--- src/rtl/hazard_pkg.sv ---
// Shared types and constants for the pipeline hazard sequencer: FSM encoding
// and the packed control word that drives the stage enables and flushes.
package hazard_pkg;

  localparam int REG_W_DEFAULT = 5;

  typedef enum logic [1:0] {
    RUN     = 2'd0,
    MEMWAIT = 2'd1,
    ERROR   = 2'd2
  } state_t;

  typedef struct packed {
    logic pcwrite;
    logic ifidwrite;
    logic idexwrite;
    logic exmemwrite;
    logic ifid_flush;
    logic idex_flush;
    logic memwb_bubble;
  } ctrl_t;

  // Fields in order: pc, ifid, idex, exmem enables, ifid_flush, idex_flush, memwb_bubble.
  localparam ctrl_t CTRL_DEFAULT = '{1'b1, 1'b1, 1'b1, 1'b1, 1'b0, 1'b0, 1'b0};
  localparam ctrl_t CTRL_FREEZE  = '{1'b0, 1'b0, 1'b0, 1'b0, 1'b0, 1'b0, 1'b1};
  localparam ctrl_t CTRL_BRANCH  = '{1'b1, 1'b1, 1'b1, 1'b1, 1'b1, 1'b1, 1'b0};
  localparam ctrl_t CTRL_LOADUSE = '{1'b0, 1'b0, 1'b1, 1'b1, 1'b0, 1'b1, 1'b0};
  localparam ctrl_t CTRL_OFF     = '{1'b0, 1'b0, 1'b0, 1'b0, 1'b0, 1'b0, 1'b0};

endpackage

--- src/rtl/hazard_sequencer_sat_counter.sv ---
// Saturating up-counter: sticks at all-ones instead of wrapping.
module sat_counter #(
  parameter int CNT_W = 16
) (
  input  logic             clk,
  input  logic             rst_n,
  input  logic             inc,
  output logic [CNT_W-1:0] count
);

  always_ff @(posedge clk or negedge rst_n) begin
    if (!rst_n) begin
      count <= '0;
    end else if (inc && (count != '1)) begin
      count <= count + 1'b1;
    end
  end

endmodule

--- src/rtl/hazard_sequencer.sv ---
// Stall/flush arbiter for the 5-stage pipeline: dmem wait freeze, taken-branch
// flush and load-use stall, plus a dmem timeout watchdog and event counters.
module hazard_sequencer
  import hazard_pkg::*;
#(
  parameter int REG_W       = REG_W_DEFAULT,
  parameter int MEM_TIMEOUT = 64,
  parameter int CNT_W       = 16
) (
  input  logic             clk,
  input  logic             rst_n,
  input  logic             idex_memread,
  input  logic [REG_W-1:0] idex_rt,
  input  logic [REG_W-1:0] ifid_rs,
  input  logic [REG_W-1:0] ifid_rt,
  input  logic             exmem_branch_taken,
  input  logic             exmem_memreq,
  input  logic             dmem_ready,
  output logic             pcwrite,
  output logic             ifidwrite,
  output logic             idexwrite,
  output logic             exmemwrite,
  output logic             ifid_flush,
  output logic             idex_flush,
  output logic             memwb_bubble,
  output logic             mem_err,
  output logic [CNT_W-1:0] stall_cnt,
  output logic [CNT_W-1:0] flush_cnt,
  output state_t           fsm_state
);

  localparam int WC_W = $clog2(MEM_TIMEOUT) + 1;
  localparam logic [WC_W-1:0] WAIT_LAST = WC_W'(MEM_TIMEOUT - 1);

  state_t          state, state_nxt;
  logic [WC_W-1:0] wait_cnt, wait_nxt;
  logic            err_nxt;
  logic            memstall, loaduse;
  logic            resolve, flush_inc, stall_inc;
  ctrl_t           ctrl;

  assign memstall = exmem_memreq & ~dmem_ready;
  assign loaduse  = idex_memread & (idex_rt != '0) &
                    ((idex_rt == ifid_rs) | (idex_rt == ifid_rt));

  always_ff @(posedge clk or negedge rst_n) begin
    if (!rst_n) begin
      state    <= RUN;
      wait_cnt <= '0;
      mem_err  <= 1'b0;
    end else begin
      state    <= state_nxt;
      wait_cnt <= wait_nxt;
      mem_err  <= err_nxt;
    end
  end

  always_comb begin
    ctrl      = CTRL_DEFAULT;
    state_nxt = state;
    wait_nxt  = wait_cnt;
    err_nxt   = mem_err;
    resolve   = 1'b0;
    flush_inc = 1'b0;
    stall_inc = 1'b0;
    case (state)
      RUN: begin
        if (memstall) begin
          ctrl      = CTRL_FREEZE;
          state_nxt = MEMWAIT;
          wait_nxt  = WC_W'(1);
        end else begin
          resolve = 1'b1;
        end
      end
      MEMWAIT: begin
        if (!dmem_ready) begin
          ctrl     = CTRL_FREEZE;
          wait_nxt = wait_cnt + 1'b1;
          if (wait_cnt == WAIT_LAST) begin
            state_nxt = ERROR;
            err_nxt   = 1'b1;
          end
        end else begin
          resolve   = 1'b1;
          state_nxt = RUN;
          wait_nxt  = '0;
        end
      end
      ERROR: ctrl = CTRL_FREEZE;
      default: begin
        ctrl      = CTRL_FREEZE;
        state_nxt = RUN;
      end
    endcase
    // Branch and load-use only resolve in cycles where memory is not holding the pipe.
    if (resolve) begin
      if (exmem_branch_taken) begin
        ctrl      = CTRL_BRANCH;
        flush_inc = 1'b1;
      end else if (loaduse) begin
        ctrl      = CTRL_LOADUSE;
        stall_inc = 1'b1;
      end
    end
    if (!rst_n) begin
      ctrl = CTRL_OFF;
    end
  end

  assign {pcwrite, ifidwrite, idexwrite, exmemwrite,
          ifid_flush, idex_flush, memwb_bubble} = ctrl;
  assign fsm_state = state;

  sat_counter #(.CNT_W(CNT_W)) u_stall_cnt (
    .clk  (clk),
    .rst_n(rst_n),
    .inc  (stall_inc),
    .count(stall_cnt)
  );

  sat_counter #(.CNT_W(CNT_W)) u_flush_cnt (
    .clk  (clk),
    .rst_n(rst_n),
    .inc  (flush_inc),
    .count(flush_cnt)
  );

endmodule

--- config.mk ---
export PLATFORM = sky130hd
export DESIGN_NAME = hazard_sequencer
export DESIGN_NICKNAME = d
export VERILOG_FILES = /design/src/rtl/hazard_pkg.sv /design/src/rtl/hazard_sequencer_sat_counter.sv /design/src/rtl/hazard_sequencer.sv
export SDC_FILE = /design/constraint.sdc
export NUM_CORES = 1
export LEC_CHECK = 0
export CAP_MARGIN = 20
export CORE_ASPECT_RATIO = 1.1
export CORE_MARGIN = 2
export CORE_UTILIZATION = 43
export CTS_BUF_LIST = sky130_fd_sc_hd__clkbuf_8 sky130_fd_sc_hd__clkbuf_16
export DETAILED_ROUTE_END_ITERATION = 7
export PLACE_DENSITY = 0.75
export SYNTH_ARGS = -nofsm -noshare
export SYNTH_HDL_FRONTEND = slang
export SYNTH_SLANG_ARGS = --single-unit
--- constraint.sdc ---
create_clock -name clk -period 1.73 [get_ports clk]
set_clock_uncertainty 0.1 [all_clocks]
set_input_delay 0.173 -clock clk [delete_from_list [all_inputs] [get_ports clk]]
set_output_delay 0.173 -clock clk [all_outputs]
set_load 0.005 [all_outputs]
==> impl_metrics.json <==
{
  "cts_tree": "done",
  "synth_warnings": 0,
  "grt_pass1_vias": 2311,
  "clk_latency_ps": 290,
  "seq_area_frac_synth": 0.457,
  "cp-end-kind": "flop",
  "fin_crit_sh": 1.01,
  "slew_viol_final": 0,
  "routabilityCongestion": 0.769,
  "avgViaCountPerCell": 5.42,
  "overflow": 0,
  "arrival_ps": 1860,
  "min_path_cells": 1,
  "antenna_found_initial": 0,
  "period_minus_slack_ps": 1740,
  "synth-seq-cells": 42,
  "worstPathRequired_ps": 1840,
  "drive_above_1_share": 0.344,
  "final_cells": 418,
  "antennaDiodeCount": 0,
  "path_max_fanout": 4,
  "hpwlAfterDp_um": 4370,
  "whs_ps": 377,
  "grtUsageTotal": 0.224,
  "chipWidth_um": 73.7,
  "grt_setup_unrepaired": "true",
  "slew_headroom": 0.638,
  "drcViolationCount": 0,
  "fin_util": 0.732,
  "cts-root-buf": "clkbuf_8",
  "die_y_um": 80.7,
  "max_freq_ghz": 0.573,
  "crit_path_start_kind": "flop",
  "io_pins": 63,
  "final_nets": 383,
  "fin_ws_ps": -13.9,
  "cap_viol_max_count": 0,
  "synth_edf_count": 0,
  "setup_violations": 3,
  "cts_sinks": 42,
  "syn_area_sq_um": 2300,
  "hold_viol": 0,
  "hold_path.class": "reg2reg",
  "dp.cells": 398,
  "io_buffers": 62,
  "synthArstFlopShare": 1.00,
  "total_power_mw": 2.89,
  "start_util": 0.454,
  "fin_tns_setup_ps": -29.0,
  "drt_first_pass_iters": 4,
  "numCtsBuffers": 5,
  "routed_wl_um": 6420,
  "leakage_nw": 1.74,
  "synth_ff_type": "dfrtp_1",
  "core_sq_um": 5070,
  "syn_to_final_growth_pct": 61.3,
  "clk_pin_slew_ps": 80,
  "num_rows": 27,
  "worst-setup-path-type": "reg2reg",
  "syn_avg_cell_area_sq_um": 10.3,
  "dieArea_sq_um": 5950,
  "drt_iter0_drc": 176,
  "p_per_area_nw_per_um2": 779,
  "clockBufferDepth": 2,
  "wl_per_cell_um": 15.4,
  "pre_cts_ws_ps": -701,
  "synthesis.nets": 247,
  "grt_first_pass_wirelength_um": 10400,
  "syn_inst": 223,
  "htree_levels": 2,
  "outcome": "complete, but fails checks",
  "rr_worst_depth": 5,
  "worstMarginPinSlew_ps": 543,
  "vias": 2265,
  "finalInstanceArea_sq_um": 3710,
  "grt_max_degree": 43,
  "ys_types": 40,
  "post_dp_cell_area_sq_um": 3410,
  "violations": "negative setup slack",
  "final_antenna_net_count": 0,
  "peakVddDrop_mv": 0.566
}
[power by group]
group          total, mW  switching (mW)  internal, mW
clock              0.770           0.345         0.425
combinational      0.961           0.421         0.540
sequential          1.16          0.0765          1.08
total               2.89           0.843          2.05
[synthesized netlist by cell type (2+ instances only)]
cell | count | area share
inv_1 | 6 | 0.0098
mux2_1 | 2 | 0.0098
xnor2_1 | 30 | 0.11
nand3_1 | 19 | 0.041
dfrtp_1 | 42 | 0.46
xor2_1 | 8 | 0.030
and3_1 | 8 | 0.022
buf_2 | 2 | 0.0044
nand4_1 | 10 | 0.027
and2_1 | 4 | 0.011
nor2_1 | 16 | 0.026
nand2_1 | 20 | 0.033
a2111oi_4 | 2 | 0.024
nor4_2 | 3 | 0.016
o21ai_0 | 9 | 0.020
ha_1 | 3 | 0.016
nand2b_1 | 3 | 0.0082
nor3_1 | 6 | 0.013
buf_4 | 2 | 0.0065
a31oi_1 | 4 | 0.011
nand3_2 | 2 | 0.0087
nor2b_1 | 4 | 0.011
[layer usage]
metal	share of wire	global-route usage	vias to the layer above
met4	0.021	0.0764	0
met5	0	0	-
met2	0.53	0.396	76
li1	-	-	1067
met1	0.40	0.264	1108
met3	0.050	0.0527	14
[state kept, by name, summed over array words and instances, names as in the netlist]
| signal | flops |
|---|---|
| fsm_state | 2 |
| mem_err | 1 |
| u_flush_cnt.count | 16 |
| u_stall_cnt.count | 16 |
| wait_cnt | 7 |
[logic make-up (layout without fill, tap and decap cells)]
kind of cell	after synthesis	after routing	share of synthesized area
AOI/OAI and AO/OA	26	27	0.104
xor gates and xnor gates	38	38	0.145
adders and majority gates	3	3	0.0163
buffers and inverters	10	146	0.0207
DFF	42	42	0.457
muxes	4	4	0.0190
and+or+nand+nor	100	100	0.238
[final cells by class]
type	count	area, sq um
Fill cell	369	1360
Multi-Input combinational cell	172	1340
Timing Repair Buffer	132	1110
Sequential cell	42	1050
Tap cell	58	72.6
Clock buffer	5	68.8
Clock inverter	3	41.3
Inverter	6	22.5
[placed cells by master, fill, tap and decap left out, drive strengths merged, types with 8 or more instances in the layout]
cell type	netlist	final
dfrtp	42	42
buf	4	77
nand3	21	21
nor2	16	16
and3	8	8
o21ai	10	10
xor2	8	8
xnor2	30	30
nand4	10	10
clkdlybuf4s50	0	37
dlygate4sd2	0	10
nand2	20	20
[critical path, stage by stage, from the launching register on]
cell and delay, ps:
dfrtp_1 380, and3_4 190, nand4_1 140, a2111oi_4 460, nand4_1 180, xnor2_1 210
[timing repair]
action	in CTS	in global routing
gates resized for setup	57	24
endpoints found under the hold margin	42	0
setup buffers	8	3
endpoints found under the setup margin	33	36
gates cloned	1	0
pin swaps	26	26
hold buffers	1	0
[final timing paths]
kind	slack [ps]	to	startpoint
min reg2reg	380	mem_err	mem_err
min	380	mem_err	mem_err
max reg2reg	-10	u_stall_cnt.count[11]	u_stall_cnt.count[7]
max	-10	u_stall_cnt.count[11]	u_stall_cnt.count[7]
max in group asynchronous	740	u_flush_cnt.count[1]	rst_n
min in group asynchronous	400	wait_cnt[5]	rst_n
Note: power is estimated with default switching activity, not from simulation.
